===== src/rtl/qlf_k6n10f_seg_adder_pipe.sv =====
// Pipelined WIDTH-bit add/subtract that resolves one SEG_WIDTH-bit segment per stage,
// registering the inter-segment carry so no carry chain spans more than one cluster.
module qlf_k6n10f_seg_adder_pipe #(
    parameter int WIDTH     = 32,
    parameter int SEG_WIDTH = 10
) (
    input  logic             clk,
    input  logic             reset,
    input  logic             in_valid,
    output logic             in_ready,
    input  logic [WIDTH-1:0] a,
    input  logic [WIDTH-1:0] b,
    input  logic             bi,
    input  logic             ci,
    output logic             out_valid,
    input  logic             out_ready,
    output logic [WIDTH-1:0] y,
    output logic [WIDTH-1:0] x,
    output logic             co,
    output logic             ovf
);

    localparam int NSEG = (WIDTH + SEG_WIDTH - 1) / SEG_WIDTH;

    generate
        if (WIDTH < 3 || SEG_WIDTH < 3) begin : g_param_err
            $error("qlf_k6n10f_seg_adder_pipe: WIDTH and SEG_WIDTH must both be >= 3");
        end
    endgenerate

    logic             adv;
    logic             valid_q [NSEG];
    logic             carry_q [NSEG];
    logic [WIDTH-1:0] acc_q   [NSEG];
    logic [WIDTH-1:0] prop_q  [NSEG];
    logic             ovf_reg;

    assign adv      = !out_valid || out_ready;
    assign in_ready = adv;

    // acc holds finished sum bits below the current segment and raw A bits above it.
    // The propagate vector is formed once at entry, so pending B bits are recovered
    // as A ^ propagate instead of carrying a third operand down the pipe.
    generate
        for (genvar gi = 0; gi < NSEG; gi++) begin : g_stage
            localparam int LO = gi * SEG_WIDTH;
            localparam int SW = (gi == NSEG - 1) ? (WIDTH - LO) : SEG_WIDTH;

            logic             src_valid;
            logic             src_carry;
            logic [WIDTH-1:0] src_acc;
            logic [WIDTH-1:0] src_prop;
            logic [SW-1:0]    seg_a;
            logic [SW-1:0]    seg_b;
            logic [SW:0]      seg_sum;
            logic [WIDTH-1:0] acc_next;
            logic             valid_reg;
            logic             carry_reg;
            logic [WIDTH-1:0] acc_reg;
            logic [WIDTH-1:0] prop_reg;

            if (gi == 0) begin : g_entry
                assign src_valid = in_valid;
                assign src_carry = ci;
                assign src_acc   = a;
                assign src_prop  = a ^ (bi ? ~b : b);
            end else begin : g_chain
                assign src_valid = valid_q[gi-1];
                assign src_carry = carry_q[gi-1];
                assign src_acc   = acc_q[gi-1];
                assign src_prop  = prop_q[gi-1];
            end

            assign seg_a   = src_acc[LO +: SW];
            assign seg_b   = seg_a ^ src_prop[LO +: SW];
            assign seg_sum = {1'b0, seg_a} + {1'b0, seg_b} + {{SW{1'b0}}, src_carry};

            always_comb begin
                acc_next           = src_acc;
                acc_next[LO +: SW] = seg_sum[SW-1:0];
            end

            always_ff @(posedge clk) begin
                if (reset) begin
                    valid_reg <= 1'b0;
                    carry_reg <= 1'b0;
                    acc_reg   <= '0;
                    prop_reg  <= '0;
                end else if (adv) begin
                    valid_reg <= src_valid;
                    carry_reg <= seg_sum[SW];
                    acc_reg   <= acc_next;
                    prop_reg  <= src_prop;
                end
            end

            assign valid_q[gi] = valid_reg;
            assign carry_q[gi] = carry_reg;
            assign acc_q[gi]   = acc_reg;
            assign prop_q[gi]  = prop_reg;

            if (gi == NSEG - 1) begin : g_last
                // Carry into the MSB is sum_msb ^ propagate_msb; ovf compares it with carry out.
                always_ff @(posedge clk) begin
                    if (reset) begin
                        ovf_reg <= 1'b0;
                    end else if (adv) begin
                        ovf_reg <= seg_sum[SW] ^ seg_sum[SW-1] ^ src_prop[WIDTH-1];
                    end
                end
            end
        end
    endgenerate

    assign out_valid = valid_q[NSEG-1];
    assign y         = acc_q[NSEG-1];
    assign x         = prop_q[NSEG-1];
    assign co        = carry_q[NSEG-1];
    assign ovf       = ovf_reg;

endmodule


===== config.mk =====
export PLATFORM = sky130hd
export DESIGN_NAME = qlf_k6n10f_seg_adder_pipe
export DESIGN_NICKNAME = d
export VERILOG_FILES = /design/src/rtl/qlf_k6n10f_seg_adder_pipe.sv
export SDC_FILE = /design/constraint.sdc
export NUM_CORES = 1
export LEC_CHECK = 0
export BUFFER_PORTS_ARGS = -buffer_cell sky130_fd_sc_hd__buf_2
export CORE_ASPECT_RATIO = 0.8
export CORE_MARGIN = 2
export CORE_UTILIZATION = 50
export CTS_CLUSTER_SIZE = 40
export DETAILED_ROUTE_END_ITERATION = 10
export HOLD_SLACK_MARGIN = 0.08
export PLACE_DENSITY = 0.74
export SETUP_SLACK_MARGIN = 0.05
export SLEW_MARGIN = 20
export SYNTH_ARGS = -nofsm -noshare
export SYNTH_HDL_FRONTEND = slang
export SYNTH_SLANG_ARGS = --single-unit

===== constraint.sdc =====
create_clock -name clk -period 3.2 [get_ports clk]
set_clock_uncertainty 0.2 [all_clocks]
set_input_delay 0.32 -clock clk [delete_from_list [all_inputs] [get_ports clk]]
set_output_delay 0.32 -clock clk [all_outputs]
set_load 0.02 [all_outputs]

Word-level counts from Yosys, hierarchy flattened:

Cells that the tools add are included.
W data, S select, Z words.

* bitwise operators: 8
* reductions and logical operators: 2
* add/sub/neg operators: 8
* muxes and demuxes: 1

Operators with widths (number)
* $add A10 B10 Y11: 3
* $add A11 B1 Y11: 3
* $mux W32: 1
* $not A32 Y32: 1
* $xor A32 B32 Y32: 1
* $xor A10 B10 Y10: 3
* $add A2 B2 Y3: 1
* $add A3 B1 Y3: 1
* $xor A1 B1 Y1: 2
* $xor A2 B2 Y2: 1
* $logic_not A1 Y1: 1
* $logic_or A1 B1 Y1: 1

* output and inout bits: 68
* bits in registers: 265
* input port bits: 70

Logic depth before layout (Yosys ltp):

* depth after elaboration: 6
* gate-level depth with buffers: 10

Worst setup path before layout:

Ideal clock, no wire load.

* path kind: input-to-reg
* start: input bi
* end: register g_stage[0].acc_reg[9]
* cell stages on the path: 10
* data arrival time: 2.146 ns
* setup time: 0.136 ns
* path buffers: 2
* slack: 0.719 ns
* cell sequence: buf_2 -> buf_2 -> xor2_1 -> ha_1 -> o211ai_1 -> nand2b_1 -> nand3b_1 -> a21oi_1 -> a2111oi_0 -> o32ai_1

* cells in the longest elaborated chain, start to end: 5

RTL lines
* from (decl): RTL line 13 `input logic bi,`
* $mux W32: RTL line 66 `assign src_prop = a ^ (bi ? ~b : b);`
* $xor A32 B32 Y32: RTL line 66
* net g_stage[0].src_prop[2]: RTL line 52 `logic [WIDTH-1:0] src_prop;`
* $xor A10 B10 Y10: RTL line 75 `assign seg_b = seg_a ^ src_prop[LO +: SW];`
* $add A10 B10 Y11: RTL line 76 `assign seg_sum = {1'b0, seg_a} + {1'b0, seg_b} + {{SW{1'b0}}, src_carry};`
* $add A11 B1 Y11: RTL line 76
* to (signal assigned): RTL line 92 `acc_reg <= acc_next;`
* to (decl): RTL line 59 `logic [WIDTH-1:0] acc_reg;`

The timed path passes the listed nets, and every way through them passes these cells.
A chain may end at the register's enable or synchronous reset.

Final worst setup path:

* start: register g_stage[3].valid_reg, in the netlist out_valid
* end: output in_ready

* cells in the longest elaborated chain, start to end: 2

RTL lines
* from (decl): RTL line 57 `logic valid_reg;`
* from (signal assigned): RTL line 90 `valid_reg <= src_valid;`
* $logic_not A1 Y1: RTL line 38 `assign adv = !out_valid || out_ready;`
* $logic_or A1 B1 Y1: RTL line 38
* to (decl): RTL line 10 `output logic in_ready,`

No other way between the ends.

==> flow_summary_export.csv <==
group,metric,value,unit
route,drt_iter0_markers,769,
logic_synthesis,synth-edff-count,0,
power,p_leak,5.34,nW
cts,postCtsSetupBuffers,0,
logic_synthesis,ys_ff_latch,265,
critical_path,crit_path_start_kind,"register",
logic_synthesis,ys_seq_area_share,47.9,%
layout,nets,1628,
sta,min_period,2.51,ns
route,routed-wl-met3,1350,um
global_route,grt_pass1_vias,8806,
sta,fmax,399,MHz
sta,slew_violations,0,
critical_path,crit_slowest_cell,"dfxtp_1",
run_status,outcome,"finished clean",
critical_path,cpPeakStageDelay,0.36,ns
route,wl_met2,12000,um
logic_synthesis,netlist_instances,1400,
place,place_congestion,0.845,
floorplan,die_w,170,um
power,p_int,5.85,mW
critical_path,cp_num_buf_inv,3,
layout,num-fill-cells,1939,
power,swShare,25.5,%
critical_path,path_delay_family,"buffers and inverters",
logic_synthesis,yosysMostFrequentCell,"nand2_1",
cts,ctsRootBufferMaster,"clkbuf_16",
route,routedWlPerCell,13.8,um
floorplan,die_y,137,um
global_route,grt-ovfl-total,0,
logic_synthesis,synth_area_per_cell,7.92,um2
global_route,grt_max_degree,142,
logic_synthesis,ys_async_sr_fraction,0,%
sta,fin_crit_sh,78.3,%
critical_path,worstSetupEndpointType,"output pin",
sta,hold_viol,0,
layout,drive_gt1_share,13.2,%
route,drc,0,
cts,clk_path_buf_depth,3,
layout,stdcell_area,13300,um2
logic_synthesis,ys.flop_type,"dfxtp_1",
floorplan,top_level_ports,138,
critical_path,worst_ep_arrival_time,1.99,ns
critical_path,regToRegSetupSlack,0.72,ns
logic_synthesis,synth_area_leaders,"dfxtp_1 48%, nand2_1 16%, a21oi_1 11%, xnor2_1 4.9%, clkbuf_1 2.8%",
job,maxCapViolations,0,
layout,area_growth,20.1,%
critical_path,r2r-end,"g_stage[1].acc_reg[17]",
floorplan,design.die.area,23400,um2
sta,max_slew_margin,38.9,%
cts,path_clk_slew,0.06,ns
logic_synthesis,synth_cell_type_count,51,
cts,insertion_delay,0.52,ns
critical_path,reg2reg_depth,8,
floorplan,rows,48,
route,detail_route.vias_per_cell,5.15,
route,drtPass1Iterations,5,
power,p_sw,2.00,mW
route,met1Wirelength,11800,um
place,dpl_cell_area,11900,um2
critical_path,crit_path_max_fanout,89,
logic_synthesis,synthesis.nets,1494,
global_route,grtUsageTotal,21.5,%
cts,numClockSinks,265,
route,ant_nets,0,
logic_synthesis,yosysTopAreaCellShare,47.9,%
place,io_buffers,137,
worst_hold_path,hold_class,"in -> reg",
power,pwr-share-clk,39.5,%
power,seq_power_share,47.3,%
floorplan,core_area,21700,um2
critical_path,cp.required,2.68,ns
place,dp_hpwl,17000,um
critical_path,path_cells,"nor2b_4 -> inv_8 -> buf_4 -> buf_2",
power,power_density,590,nW/um2
route,num_vias,9546,
logic_synthesis,ys_warn_count,0,
global_route,grt_pass1_wl,41400,um
power,ir_worst_vdd,0.426,mV
power,comb_power_share,13.2,%
cts,cts_tree,"done",
cts,h-tree-depth,1,
route,wl,25700,um
sta,fin_tns_setup,0,ns
logic_synthesis,yosys.area.top_type,"dfxtp_1",
sta,setup-violations-final,0,
floorplan,initial_utilization,51.1,%
sta,rsz0062_at_grt,"no",
critical_path,r2r-start,"g_stage[0].prop_reg[12]",
sta,tightest_slew,0.913,ns
worst_hold_path,hold_path_startpoint,"b[20]",
route,routed.top_layer,"met5",
worst_hold_path,whs_path_depth,5,
cts,cts-buffers-inserted,26,
critical_path,crit_type,"reg -> out",
logic_synthesis,synth.cell_area,11100,um2
global_route,antenna_found_initial,3,
worst_hold_path,min_to,"g_stage[0].prop_reg[20]",
logic_synthesis,netlist_top_cells_count,"475 x nand2_1, 265 x dfxtp_1, 247 x a21oi_1",
-- routing by layer --
metal | vias up | global-route usage (%)
met5 | - | 0
met4 | 4 | 5.32
met3 | 43 | 4.37
met2 | 211 | 35.8
met1 | 4413 | 28.8
li1 | 4875 | -
-- metrics by stage --
| stage | hold slack (ns) | std cells | setup slack [ns] | util (%) | total power [mW] |
|---|---|---|---|---|---|
| 2_1_floorplan | 0.225 | 1400 | 0.719 | - | 4.48 |
| 3_3_place_gp | 0.237 | 1757 | 0.703 | 55.0 | 4.74 |
| 3_5_place_dp | 0.243 | 1757 | 0.623 | 55.0 | 4.77 |
| 4_1_cts | 0.0817 | 1853 | 0.654 | 61.4 | 7.91 |
| 5_1_grt | 0.0926 | 1853 | 0.474 | 61.4 | 8.20 |
| 6_report | 0.0832 | 1854 | 0.693 | 61.4 | 7.86 |
-- timing repair --
item | CTS | global route
hold buffers | 49 | 0
endpoints found under the hold margin | 62 | 0
resized for setup | 0 | 0
endpoints found under the setup margin | 0 | 0
-- placed cells by master, fill, tap and decap left out, types with 3 or more instances in the layout --
cell type      count
a211oi_1          15
a21oi_1          247
and2_1             3
and3_1             3
buf_2            136
buf_4             11
clkbuf_1           3
clkbuf_16         27
clkbuf_8           7
clkinv_2           6
dfxtp_1          265
dlygate4sd3_1     49
ha_1              24
inv_1             18
mux2i_1           13
nand2_1          475
nand2b_1           5
nand3_1            6
nand3b_1           5
nand4_1            6
nor2_1            48
nor2b_1            9
nor3_1             7
o21ai_0           11
o22ai_1            4
o311a_1            3
or3_1              3
xnor2_1           62
xor2_1            35
-- worst register-to-register path, stage by stage, from the launching register on --
cell	delay, ns
dfxtp_1	0.39
inv_1	0.06
ha_1	0.29
xor2_1	0.32
o31ai_2	0.14
a221o_2	0.40
a221oi_4	0.31
xor2_1	0.16
o21ai_0	0.08
-- power groups by stage --
stage | combinational, mW | sequential [mW] | clock (mW)
global placement | 0.962 | 3.78 | 0
floorplan | 0.702 | 3.78 | 0
CTS | 1.04 | 3.71 | 3.16
detailed placement | 0.987 | 3.79 | 0
finish | 1.04 | 3.71 | 3.11
global route | 1.16 | 3.75 | 3.30
-- kinds of logic (layout without fill, tap and decap cells) --
| logic type | count (synthesis) | in the layout | synth area share (%) |
|---|---|---|---|
| xor gates and xnor gates | 97 | 97 | 7.67 |
| buffers and inverters | 112 | 265 | 3.84 |
| AOI/OAI and AO/OA | 307 | 307 | 15.6 |
| and+or+nand+nor | 580 | 580 | 20.9 |
| other | 0 | 1 | 0 |
| adders and majority gates | 26 | 26 | 2.89 |
| muxes | 13 | 13 | 1.17 |
| DFF | 265 | 265 | 47.9 |
-- area by class of cell --
| type | count | area (um2) | share of cell area, % |
|---|---|---|---|
| Multi-Input combinational cell | 1023 | 5360 | 40.3 |
| Tap cell | 300 | 375 | 2.82 |
| Timing Repair Buffer | 199 | 1310 | 9.82 |
| Clock inverter | 11 | 114 | 0.855 |
| Inverter | 19 | 78.8 | 0.592 |
| Antenna cell | 1 | 2.50 | 0.0188 |
| Sequential cell | 265 | 5310 | 39.9 |
| Clock buffer | 36 | 769 | 5.78 |
-- how the worst max path moves through the flow --
stage | from | endpoint | slack, ns | cells after the start
floorplan | bi | g_stage[0].acc_reg[9] | 0.72 | 10
global placement | bi | g_stage[0].acc_reg[8] | 0.70 | 8
detailed placement | bi | g_stage[0].acc_reg[9] | 0.62 | 9
CTS | out_valid | in_ready | 0.65 | 4
global route | g_stage[1].prop_reg[22] | g_stage[2].acc_reg[24] | 0.47 | 8
finish | out_valid | in_ready | 0.69 | 4
Note: power is estimated with default switching activity, not from simulation.
